`config.mk`:
```
export PLATFORM = sky130hd
export DESIGN_NAME = vga_timing_gen
export DESIGN_NICKNAME = d
export VERILOG_FILES = /design/src/rtl/vga_timing_gen.sv
export SDC_FILE = /design/constraint.sdc
export NUM_CORES = 1
export LEC_CHECK = 0
export ABC_AREA = 0
export ABC_CLOCK_PERIOD_IN_PS = 2800
export BUFFER_PORTS_ARGS = -buffer_cell sky130_fd_sc_hd__buf_2
export CELL_PAD_IN_SITES_DETAIL_PLACEMENT = 1
export CELL_PAD_IN_SITES_GLOBAL_PLACEMENT = 1
export CORE_UTILIZATION = 37
export CTS_CLUSTER_SIZE = 12
export DETAILED_ROUTE_END_ITERATION = 10
export HOLD_SLACK_MARGIN = 0.08
export PLACE_DENSITY = 0.77
export SLEW_MARGIN = 20
export SYNTH_ARGS = -nofsm -noshare
export SYNTH_HDL_FRONTEND = slang
export SYNTH_SLANG_ARGS = --single-unit
```
`constraint.sdc`:
```
create_clock -name clk -period 2.8 [get_ports clk]
set_clock_uncertainty 0.1 [all_clocks]
set_input_delay 0.14 -clock clk [delete_from_list [all_inputs] [get_ports clk]]
set_output_delay 0.14 -clock clk [all_outputs]
set_load 0.05 [all_outputs]
```
`src/rtl/vga_timing_gen.sv`:
```
// vga_timing_gen: 640x480@60 Hz raster timing generator.
// Horizontal/vertical counters advance on pix_en; every output is a register
// decoded from the next-state counter values, so x/y and the sync/active
// levels never skew against each other.
// Optional feature macro: VGA_FRAME_COUNT_EN (adds the 8-bit frame counter;
// when undefined, frame_count is constant 0).
module vga_timing_gen #(
    parameter int H_ACTIVE = 640,
    parameter int H_FRONT  = 16,
    parameter int H_SYNC   = 96,
    parameter int H_BACK   = 48,
    parameter int V_ACTIVE = 480,
    parameter int V_FRONT  = 10,
    parameter int V_SYNC   = 2,
    parameter int V_BACK   = 33,
    parameter int SYNC_POL = 0
) (
    input  logic       clk,
    input  logic       rst_n,
    input  logic       pix_en,
    output logic [9:0] x,
    output logic [9:0] y,
    output logic       frame_active,
    output logic       hsync,
    output logic       vsync,
    output logic       line_start,
    output logic       frame_start,
    output logic [7:0] frame_count
);

    localparam int H_TOTAL = H_ACTIVE + H_FRONT + H_SYNC + H_BACK;
    localparam int V_TOTAL = V_ACTIVE + V_FRONT + V_SYNC + V_BACK;

    localparam logic [9:0] H_LAST     = 10'(H_TOTAL - 1);
    localparam logic [9:0] V_LAST     = 10'(V_TOTAL - 1);
    localparam logic [9:0] H_ACT_END  = 10'(H_ACTIVE);
    localparam logic [9:0] V_ACT_END  = 10'(V_ACTIVE);
    localparam logic [9:0] HS_FIRST   = 10'(H_ACTIVE + H_FRONT);
    localparam logic [9:0] HS_LAST    = 10'(H_ACTIVE + H_FRONT + H_SYNC - 1);
    localparam logic [9:0] VS_FIRST   = 10'(V_ACTIVE + V_FRONT);
    localparam logic [9:0] VS_LAST    = 10'(V_ACTIVE + V_FRONT + V_SYNC - 1);
    localparam logic       SYNC_ON    = (SYNC_POL != 0);
    localparam logic       SYNC_OFF   = ~SYNC_ON;

    logic [9:0] h_q, h_d;
    logic [9:0] v_q, v_d;
    logic       active_q, active_d;
    logic       hsync_q, hsync_d;
    logic       vsync_q, vsync_d;
    logic       line_start_q, line_start_d;
    logic       frame_start_q, frame_start_d;

    // Next-state counters and the decode of that next state. Levels hold
    // when pix_en is low; strobes fall after their single cycle.
    always_comb begin
        h_d           = h_q;
        v_d           = v_q;
        active_d      = active_q;
        hsync_d       = hsync_q;
        vsync_d       = vsync_q;
        line_start_d  = 1'b0;
        frame_start_d = 1'b0;
        if (pix_en) begin
            if (h_q == H_LAST) begin
                h_d = 10'd0;
                v_d = (v_q == V_LAST) ? 10'd0 : v_q + 10'd1;
            end else begin
                h_d = h_q + 10'd1;
            end
            active_d      = (h_d < H_ACT_END) && (v_d < V_ACT_END);
            hsync_d       = ((h_d >= HS_FIRST) && (h_d <= HS_LAST)) ? SYNC_ON : SYNC_OFF;
            vsync_d       = ((v_d >= VS_FIRST) && (v_d <= VS_LAST)) ? SYNC_ON : SYNC_OFF;
            line_start_d  = (h_d == 10'd0);
            frame_start_d = (h_d == 10'd0) && (v_d == 10'd0);
        end
    end

    // Timing state; reset parks the beam on the last pixel of the frame so
    // the first enabled pixel lands on (0,0).
    always_ff @(posedge clk or negedge rst_n) begin
        if (!rst_n) begin
            h_q           <= H_LAST;
            v_q           <= V_LAST;
            active_q      <= 1'b0;
            hsync_q       <= SYNC_OFF;
            vsync_q       <= SYNC_OFF;
            line_start_q  <= 1'b0;
            frame_start_q <= 1'b0;
        end else begin
            h_q           <= h_d;
            v_q           <= v_d;
            active_q      <= active_d;
            hsync_q       <= hsync_d;
            vsync_q       <= vsync_d;
            line_start_q  <= line_start_d;
            frame_start_q <= frame_start_d;
        end
    end

`ifdef VGA_FRAME_COUNT_EN
    logic [7:0] fcnt_q, fcnt_d;

    // Frame counter steps on the same edge that raises frame_start.
    always_comb begin
        fcnt_d = fcnt_q;
        if (frame_start_d) begin
            fcnt_d = fcnt_q + 8'd1;
        end
    end

    // Frame counter register, wraps modulo 256.
    always_ff @(posedge clk or negedge rst_n) begin
        if (!rst_n) begin
            fcnt_q <= 8'd0;
        end else begin
            fcnt_q <= fcnt_d;
        end
    end

    assign frame_count = fcnt_q;
`else
    assign frame_count = 8'd0;
`endif

    assign x            = h_q;
    assign y            = v_q;
    assign frame_active = active_q;
    assign hsync        = hsync_q;
    assign vsync        = vsync_q;
    assign line_start   = line_start_q;
    assign frame_start  = frame_start_q;

endmodule

```
Yosys cells after proc, flatten, opt, wreduce, memory -nomap -nowiden
Index checks and enable logic that the tools add are counted.
- flip-flop bits (word level): 25
- input port bits: 3
- logic and storage cells: 32
- add/subtract/negate cells: 2
- magnitude comparators: 6
- eq/ne operators: 2
- muxes and demuxes: 9
- reductions and logical operators: 6
- operators with widths (kind ; number):
    10-bit 2-to-1 mux ; 5
    10-bit by 1-bit adder with 10-bit output (second input constant) ; 2
    10-bit equality test (second input constant) ; 2
    10-bit zero test ; 2
    10-bit >= comparator (second input constant) ; 1
    10-bit by 9-bit >= comparator with 1-bit output (second input constant) ; 1
    10-bit less-or-equal comparator (second input constant) ; 1
    10-bit by 9-bit less-or-equal comparator with 1-bit output (second input constant) ; 1
    10-bit less-than comparator (second input constant) ; 1
    10-bit by 9-bit less-than comparator with 1-bit output (second input constant) ; 1
    1-bit logical AND ; 4
    1-bit 2-to-1 mux ; 4

Logic depth before layout (Yosys ltp)
- depth after elaboration: 7
- gate-level depth with buffers: 9
- gate-level depth less buffers: 8

Least setup slack after synthesis
Ideal clock, no wire load.
- path type: flip-flop to flip-flop
- start: register h_q[1] (netlist: x[1])
- end: register active_q (netlist: frame_active)
- arrival: 2.731 ns
- setup slack: -0.153 ns
- cell stages (with the launch flop): 9
- buffers on the path: 1
- cell sequence: dfstp_2 -> ha_1 -> nand4_2 -> or4_4 -> buf_6 -> or4b_4 -> o211ai_2 -> nand4_1 -> a32o_1
- cells in the longest elaborated chain, start to end: 5
- elaborated cells between the ends (all ways): 9
- classes of those cells: add/sub: 1; order compare: 2; eq/ne: 1; mux: 4; reduce/logical: 1
- ends and longest elaborated chain (item ; RTL line ; text):
    start: declaration ; 45 ; logic [9:0] h_q, h_d;
    start signal: assignment ; 82 ; h_q <= H_LAST;
    start signal: assignment ; 90 ; h_q <= h_d;
    10-bit by 1-bit adder with 10-bit output or 10-bit equality test (tied branches) ; 68, 64 ;
    10-bit 2-to-1 mux ; 64 ; if (h_q == H_LAST) begin
    10-bit 2-to-1 mux ; 63 ; if (pix_en) begin
    10-bit less-than comparator or 10-bit by 9-bit less-than comparator with 1-bit output (tied branches) ; 70 ; active_d = (h_d < H_ACT_END) && (v_d < V_ACT_END);
    1-bit logical AND * ; 70 ;
    end signal: assignment ; 92 ; active_q <= active_d;
    end: declaration ; 47 ; logic active_q, active_d;
Every way passes the cells marked *; elsewhere a longest branch is shown, timed or not. The select of a mux whose other input is x is not followed.
A chain may end at the register's enable or synchronous reset.

Worst setup path after layout
Same ends and word-level chain as after synthesis.

==> out/qor.csv <==
metric,value,unit
period_needed,2640,ps
violations,design-rule violations,
drt-vias-per-instance,5.33,
p_leak,0.919,nW
num-fill-cells,567,
dieHeight,72.0,um
cts_tree,built,
synth_top_flop_cell,dfrtp_1,
syn_area_per_cell,8.40,sq um
status,"complete, but fails checks",
cts_max_level,1,
clock_sinks,25,
instances_no_fill,310,
maxSlewViolCount,0,
syn_area,1810,sq um
setup_violations,0,
vias,1653,
drtAntennaViolNets,0,
grt_max_degree,26,
first_pass_iters,7,
place_inst,305,
drc,2,
place_ws,170,ps
crit_path_end_kind,flip-flop,
hp-class,in -> reg,
finalHoldWorstSlack,95.1,ps
start_kind,flip-flop,
post_drt_wl_per_cell,15.1,um
synth-edff-count,0,
num_rows,25,
fmax,379,MHz
power_per_cell_area,574,nW/um^2
crit_fanout,7,
slowest_delay,670,ps
synth_seq_cells,25,
final_cell_mix,"buf_2, nand2_1, nor2_1",
tightest_slew,582,ps
port_buffers,27,
antenna_found_initial,0,
slew-limit-headroom,61.2,%
vdd_drop_max,0.254,mV
finalCritPeriodShare,94.3,%
synth_async_sr_flop_share,100,%
yosysWarningCount,0,
crit_path_top_delay_cell,dfstp_4,
coreArea,4720,sq um
gp_congestion,0.859,
clk_latency,280,ps
synth_seq_area_share,35.3,%
layout_commonest_cell,buf_2,
hpwl,3470,um
grt_pass1_wl,8090,um
cts.path.max_buffers,2,
grt_pass1_vias,1602,
arrival,2720,ps
final.setup.tns,0,ps
clkTransAtPathRegs,90,ps
diodes,0,
nNetsFinal,252,
synth.distinct_cells,48,
postSynthCellCount,216,
initial_core_util,38.4,%
finalHoldViolations,0,
fin_ws,161,ps
gr-total-overflow,0,
dieArea,5190,sq um
io-pin-count,36,
worstPathRequired,2880,ps
drive_gt1_share,26.3,%
grt_usage,20.0,%
crit_chain,ha_4 > nand4_4 > or4_4 > or4b_4 > o211ai_2 > nand4_1 > a32o_1,
maxCapViolations,0,
rsz0062_at_grt,false,
crit_type,reg -> reg,
cts_buffers,3,
die_x,72.0,um
first_iter_violations,93,
syn_to_final_growth,15.7,%
cts_root_buf,clkbuf_8,
drt_wl_total,4690,um
==> power by group <==
group | leakage (nW) | switching (mW) | internal [mW]
combinational | 0.592 | 0.322 | 0.129
clock | 0.0228 | 0.126 | 0.102
sequential | 0.304 | 0.0867 | 0.437
==> metal layers <==
layer	up-vias	track usage, %	share of wire [%]
met1	803	26.6	45
li1	824	-	-
met5	-	0	0
met4	0	5.23	1.3
met3	5	2.92	2.1
met2	21	34.3	51
==> synth_stat cells, drive strengths merged (2+ instances only) <==
library cell  count  area share (%)
mux2              2             1.2
a21o              3             1.2
dfstp            12              17
o21ai            13             3.6
xnor2             8             3.9
nand2            22             4.6
and3              5             1.7
nand4             7             2.8
a21oi            10             2.8
xor2              5             2.4
nand3            12             3.3
and4              2            0.97
inv               7             1.4
o211ai            3             1.5
ha                5             3.4
dfrtp            13              18
nor3             10             2.8
nand2b            2            0.69
a31oi             3             1.0
or4               4             2.1
nor4              6             2.1
nor2             14             2.9
a211oi            3             1.2
clkbuf           11             2.3
a221oi            2            0.97
o31ai             2            0.83
buf              14             5.6
==> state kept, by name, indices dropped and copies added (netlist names) <==
register and cells:
hsync 1, frame_start 1, frame_active 1, vsync 1, line_start 1, y 10
x 10
==> critical path, delay by kind of cell (launching register included) <==
family / cells / cell delay (ps)
AOI/OAI and AO/OA: 2 / 330
DFF: 1 / 670
adders and majority gates: 1 / 180
and+or+nand+nor: 4 / 1260
==> area by class of cell <==
type	instances	area (sq um)	area share [%]
sequential	25	648	30.9
clock buffer	4	45.0	2.15
inverter	7	26.3	1.25
multi-input combinational	166	1050	50.1
timing repair buffer	41	243	11.6
tap	67	83.8	4.00
==> path summary, 6_finish.rpt <==
kind                                    from      endpoint  slack, ps  cells past startpoint
worst max-delay path                    x[1]  frame_active        160                      7
worst min-delay path                  pix_en          x[9]        100                      3
worst max register to register          x[1]  frame_active        160                      7
worst min register to register  frame_active  frame_active        420                      1
max in group asynchronous              rst_n          x[7]       1940                      2
min in group asynchronous              rst_n          x[6]        290                      2
==> metrics by stage <==
stage / util, % / area, sq um / total power [mW]
2_1_floorplan: - / 1870 / 0.892
3_3_place_gp: 43.3 / 2040 / 0.972
3_5_place_dp: 43.3 / 2040 / 0.985
4_1_cts: 44.4 / 2100 / 1.22
5_1_grt: 44.4 / 2100 / 1.27
6_report: 44.4 / 2100 / 1.20
==> cell families (layout without fill, tap and decap cells) <==
kind of cell | count (synthesis) | in the layout | share of synthesized area, %
flops | 25 | 25 | 35.3
xor+xnor | 13 | 13 | 6.28
fa+ha+maj | 5 | 5 | 3.45
mux | 3 | 3 | 1.79
other cells | 1 | 8 | 0.207
buf+inv | 32 | 52 | 9.31
simple gates | 90 | 90 | 26.6
compound gates | 47 | 47 | 17.0
==> repair_timing <==
action	CTS	global route
endpoints found under the hold margin	13	0
hold buffers	1	0
setup buffers	0	0
gates resized for setup	0	0
No activity file was read; power rests on OpenSTA's default activity.
